### config.mk
export PLATFORM = sky130hd
export DESIGN_NAME = pipeline_stage_accumulate
export DESIGN_NICKNAME = d
export VERILOG_FILES = /design/src/rtl/pipeline_pkg.sv /design/src/rtl/saturating_adder.sv /design/src/rtl/pipeline_stage_accumulate.sv
export SDC_FILE = /design/constraint.sdc
export NUM_CORES = 1
export LEC_CHECK = 0
export CAP_MARGIN = 0
export CORE_ASPECT_RATIO = 1.1
export CORE_MARGIN = 1.5
export CORE_UTILIZATION = 54
export CTS_BUF_LIST = sky130_fd_sc_hd__clkbuf_8
export DETAILED_ROUTE_END_ITERATION = 12
export GPL_TIMING_DRIVEN = 0
export MAX_ROUTING_LAYER = met4
export PLACE_DENSITY = 0.83
export RECOVER_POWER = 100
export SLEW_MARGIN = 5
export SYNTH_ARGS = -nofsm -noshare
export SYNTH_HDL_FRONTEND = slang
export SYNTH_HIERARCHICAL = 1
export SYNTH_SLANG_ARGS = --single-unit
### constraint.sdc
create_clock -name i_clk -period 3.71 [get_ports i_clk]
set_input_delay 0.742 -clock i_clk [delete_from_list [all_inputs] [get_ports i_clk]]
set_output_delay 0.742 -clock i_clk [all_outputs]
set_load 0.03 [all_outputs]
### src/rtl/pipeline_pkg.sv
// Shared definitions for the series-evaluation pipeline: controller states and
// Q16.16 format constants.
package pipeline_pkg;

    typedef enum logic [1:0] {
        StIdle  = 2'd0,
        StAccum = 2'd1,
        StDone  = 2'd2
    } state_e;

    localparam int unsigned FRAC    = 16;
    localparam logic [31:0] ONE     = 32'h0001_0000;
    localparam logic [31:0] SAT_MAX = 32'h7FFF_FFFF;
    localparam logic [31:0] SAT_MIN = 32'h8000_0000;

endpackage

### src/rtl/saturating_adder.sv
// Combinational signed adder that clamps to the representable range and flags the clamp.
// Shared by any pipeline stage that needs saturating accumulation.
module saturating_adder #(
    parameter int unsigned WIDTH = 32
) (
    input  logic [WIDTH-1:0] i_a,
    input  logic [WIDTH-1:0] i_b,
    output logic [WIDTH-1:0] o_sum,
    output logic             o_sat_flag
);

    localparam logic [WIDTH-1:0] MAX_VAL = {1'b0, {(WIDTH-1){1'b1}}};
    localparam logic [WIDTH-1:0] MIN_VAL = {1'b1, {(WIDTH-1){1'b0}}};

    logic [WIDTH:0] w_wide;

    // One guard bit: the top two bits differ exactly when the true sum is out of range.
    assign w_wide = {i_a[WIDTH-1], i_a} + {i_b[WIDTH-1], i_b};

    always_comb begin
        o_sum      = w_wide[WIDTH-1:0];
        o_sat_flag = 1'b0;
        if (w_wide[WIDTH] != w_wide[WIDTH-1]) begin
            o_sat_flag = 1'b1;
            o_sum      = w_wide[WIDTH] ? MIN_VAL : MAX_VAL;
        end
    end

endmodule

### src/rtl/pipeline_stage_accumulate.sv
// Pipeline sink: sums NUM_TERMS signed terms onto 1.0 with saturation and hands one
// result per evaluation downstream over a valid/ready handshake.
module pipeline_stage_accumulate #(
    parameter int unsigned NUM_TERMS = 4,
    parameter int unsigned WIDTH     = 32,
    parameter int unsigned FRAC      = pipeline_pkg::FRAC
) (
    input  logic             i_clk,
    input  logic             i_rst_n,
    input  logic             i_start,
    input  logic             i_term_valid,
    input  logic [WIDTH-1:0] i_term,
    output logic             o_term_ready,
    output logic             o_result_valid,
    input  logic             i_result_ready,
    output logic [WIDTH-1:0] o_result,
    output logic             o_overflow,
    output logic             o_busy
);

    import pipeline_pkg::*;

    localparam int unsigned      CNT_W   = $clog2(NUM_TERMS + 1);
    localparam logic [CNT_W-1:0] LAST    = CNT_W'(NUM_TERMS - 1);
    localparam logic [WIDTH-1:0] ONE_VAL = {{(WIDTH-1){1'b0}}, 1'b1} << FRAC;

    state_e             r_state;
    state_e             w_state_next;
    logic [WIDTH-1:0]   r_acc;
    logic [WIDTH-1:0]   w_acc_next;
    logic [CNT_W-1:0]   r_count;
    logic [CNT_W-1:0]   w_count_next;
    logic               r_overflow;
    logic               w_overflow_next;
    logic [WIDTH-1:0]   w_sum;
    logic               w_sat;
    logic               w_term_ready;
    logic               w_result_valid;

    saturating_adder #(
        .WIDTH (WIDTH)
    ) u_adder (
        .i_a        (r_acc),
        .i_b        (i_term),
        .o_sum      (w_sum),
        .o_sat_flag (w_sat)
    );

    always_comb begin
        w_state_next    = r_state;
        w_acc_next      = r_acc;
        w_count_next    = r_count;
        w_overflow_next = r_overflow;
        w_term_ready    = 1'b0;
        w_result_valid  = 1'b0;
        unique case (r_state)
            StIdle: begin
                if (i_start) begin
                    w_state_next    = StAccum;
                    w_acc_next      = ONE_VAL;
                    w_count_next    = '0;
                    w_overflow_next = 1'b0;
                end
            end
            StAccum: begin
                w_term_ready = 1'b1;
                if (i_term_valid) begin
                    w_count_next = r_count + CNT_W'(1);
                    // Once clamped the accumulator is frozen; terms are still drained.
                    if (!r_overflow) begin
                        w_acc_next      = w_sum;
                        w_overflow_next = w_sat;
                    end
                    if (r_count == LAST) begin
                        w_state_next = StDone;
                    end
                end
            end
            StDone: begin
                w_result_valid = 1'b1;
                if (i_result_ready) begin
                    w_state_next = StIdle;
                end
            end
            default: begin
                w_state_next = StIdle;
            end
        endcase
    end

    always_ff @(posedge i_clk or negedge i_rst_n) begin
        if (!i_rst_n) begin
            r_state    <= StIdle;
            r_acc      <= '0;
            r_count    <= '0;
            r_overflow <= 1'b0;
        end else begin
            r_state    <= w_state_next;
            r_acc      <= w_acc_next;
            r_count    <= w_count_next;
            r_overflow <= w_overflow_next;
        end
    end

    assign o_term_ready   = w_term_ready;
    assign o_result_valid = w_result_valid;
    assign o_result       = r_acc;
    assign o_overflow     = r_overflow;
    assign o_busy         = (r_state != StIdle);

endmodule

==> results.toml <==
[outcome]
status = "finished with violations"
violations = "max-capacitance violations, max-slew violations"

[timing]
hold_viol = 0
slew_headroom_pct = -0.4316
period_minus_slack_ns = 3.642
fmax_mhz = 274.6
whs_ns = 0.4497
setup_ws_ns = 0.06786
min_period_over_period_pct = 98.17
setup_viol_count_final = 0
clock_skew_ns = 0.006618
worst_slew_pin_slew_ns = 1.506
setup_tns_ns = 0
drv_slew = 26

[power_and_ir_drop]
p_total_uw = 4811
power_density_mw_per_mm2 = 1021
cellLeakagePower_uw = 0.002146
ir_worst_vdd_mv = 0.5222

[logic_synthesis]
synth_flop_cell = "dfrtp_1"
synth_compound_area_share_pct = 33.53
yosysSeqAreaShare_pct = 26.46
muxShareOfSynthArea_pct = 1.915
synth_xor_xnor_area_share_pct = 6.581
synthCells = 398
ys_warn_count = 6
synthSimpleGateAreaFrac_pct = 12.88
syn-num-nets = 470
synthDistinctLibCells = 64
yosys.area.top_type_share_pct = 26.46
async_flop_share_pct = 100.0
yosys.area.top_type = "dfrtp_1"
syn_avg_cell_area_um2 = 9.029
synth_edf_count = 0
ys_ff_latch = 38
yosys-top-cells-area = "dfrtp_1 26%, ha_1 12%, a22o_1 8.5%"
synth_area_mm2 = 0.003593
synth_top_family_by_area = "compound AO/OA/AOI/OAI gates"
synthAdderAreaFrac_pct = 12.95

[clocking]
clockBufferDepth = 2
cts_max_level = 2
clk_latency_ns = 0.30
clockRootBuffer = "clkbuf_8"
clk_transition_reported_paths_ns = 0.09
hold_buffers = 0
cts_buffers = 5
cts_tree = "done"
cts_sinks = 38

[setup_path]
path_buf_inv = 5
crit_top_cell = "and3_1"
required_ns = 3.89
slowest_stage = "clkdlybuf4s50_1"
crit_type = "primary input to flip-flop"
path_cells = "clkdlybuf4s50_1 -> ha_1 -> clkbuf_1 -> and3_1 -> and3_1 -> inv_1 -> a31oi_1 -> o2111ai_1 -> buf_4 -> a21oi_4 -> mux2_4 -> buf_6 -> a21oi_2 -> a22o_1"
critPathArrivalTime_ns = 3.82
crit_family = "buffers and inverters"
crit_fanout = 10
cpPeakStageDelay_ns = 0.41
critPathCaptureType = "flip-flop"
crit_path_start_kind = "primary input"

[cells_and_area]
drive_above_1_share_pct = 14.05
areaGrowthSynthToFinish_pct = 31.09
diodes = 0
layout_common_cells = "38 x dlygate4sd3_1, 38 x dfrtp_1, 37 x a21oi_1, 35 x a22o_1, 32 x ha_1"
nets = 562
design_area_mm2 = 0.004711

[detailed_routing]
drt-initial-drc-count = 233
viasPerCell = 6.171
drt-pass1-iter-count = 5
drt-total-wl_um = 9941
drc = 0
wl_per_cell_um = 17.35
vias = 3536
ant_nets = 0

[floorplanning]
die_height_um = 88.56
io_pins = 73
num_rows = 31
start_util_pct = 55.15
die_x_um = 80.78
coreArea_mm2 = 0.006516
die-area_mm2 = 0.007153

[placement]
place.gp.congestion = 0.9178
post_dp_cell_area_mm2 = 0.004432
io_buffers = 72
dp_slack_ns = -0.5693
dpl.hpwl_um = 7080

[hold_path]
hp-class = "primary input to asynchronous set/reset pin"

[run]
cap_viol_max_count = 1

[global_routing]
antenna_found_initial = 0
gr-usage-all-layers_pct = 28.41
gr-total-overflow = 0
grt_pass1_vias = 3198
grt_max_degree = 27
grt_pass1_wl_um = 15390
[area by class of cell]
type,count,area (um2)
multi-input combinational,325,2490
fill,531,1805
sequential,38,950.9
timing repair buffer,88,864.6
buffer,21,166.4
tap,82,102.6
clock buffer,6,82.58
inverter,11,41.29
clock inverter,2,12.51
[path summary, 6_finish.rpt]
kind,from,endpoint,slack [ns],cells after the start
min reg2reg,o_result[12],o_result[12],0.53,1
min in group i_clk,o_result[12],o_result[12],0.53,1
max reg2reg,o_result[0],o_result[18],0.39,14
max,i_term[19],o_result[13],0.07,14
min,i_rst_n,o_result[24],0.45,1
max in group asynchronous,i_rst_n,o_result[30],1.44,2
[cell families (layout without fill, tap and decap cells)]
family,after synthesis,in the layout
mux,5,5
fa+ha+maj,37,37
buf+inv,35,128
flops,38,38
simple gates,88,88
compound gates,168,168
xor+xnor,27,27
[synth_stat cells, types with 12 or more instances]
| cell type | number |
|---|---|
| nand2_1 | 20 |
| o21ai_0 | 15 |
| xor2_1 | 12 |
| dfrtp_1 | 38 |
| nor2_1 | 19 |
| a21o_1 | 14 |
| ha_1 | 34 |
| a22o_1 | 35 |
| a21oi_1 | 38 |
| xnor2_1 | 15 |
[sequential cells by signal, indices dropped and copies added (netlist names)]
name	cells
o_overflow	1
r_state	2
r_count	3
o_result	32
[per-layer routing]
metal  up-vias  routed length [um]  track usage (%)
met2       145                4833            46.37
met3         7                 610            3.711
li1       1700                   -                -
met4         0                 104            7.210
met5         -                   0                -
met1      1684                4393            37.26
[what timing repair did]
action	4_1_cts	5_1_grt
endpoints found under the setup margin	22	29
pin swaps	2	11
buffers inserted	3	10
cloned	0	2
gates resized for setup	8	19
[where the power goes]
group          switching (uW)  internal [uW]  leakage (uW)  total, uW
sequential                158            602      0.000478        760
clock                     163            150     0.0000472        313
combinational            2050           1690       0.00162       3740
[metrics by stage]
step | utilization [%] | std cells
3_3_place_gp | 67.78 | 552
2_1_floorplan | - | 398
4_1_cts | 70.33 | 564
5_1_grt | 72.29 | 573
3_5_place_dp | 68.01 | 553
6_report | 72.29 | 573
No activity file was read; power rests on OpenSTA's default activity.
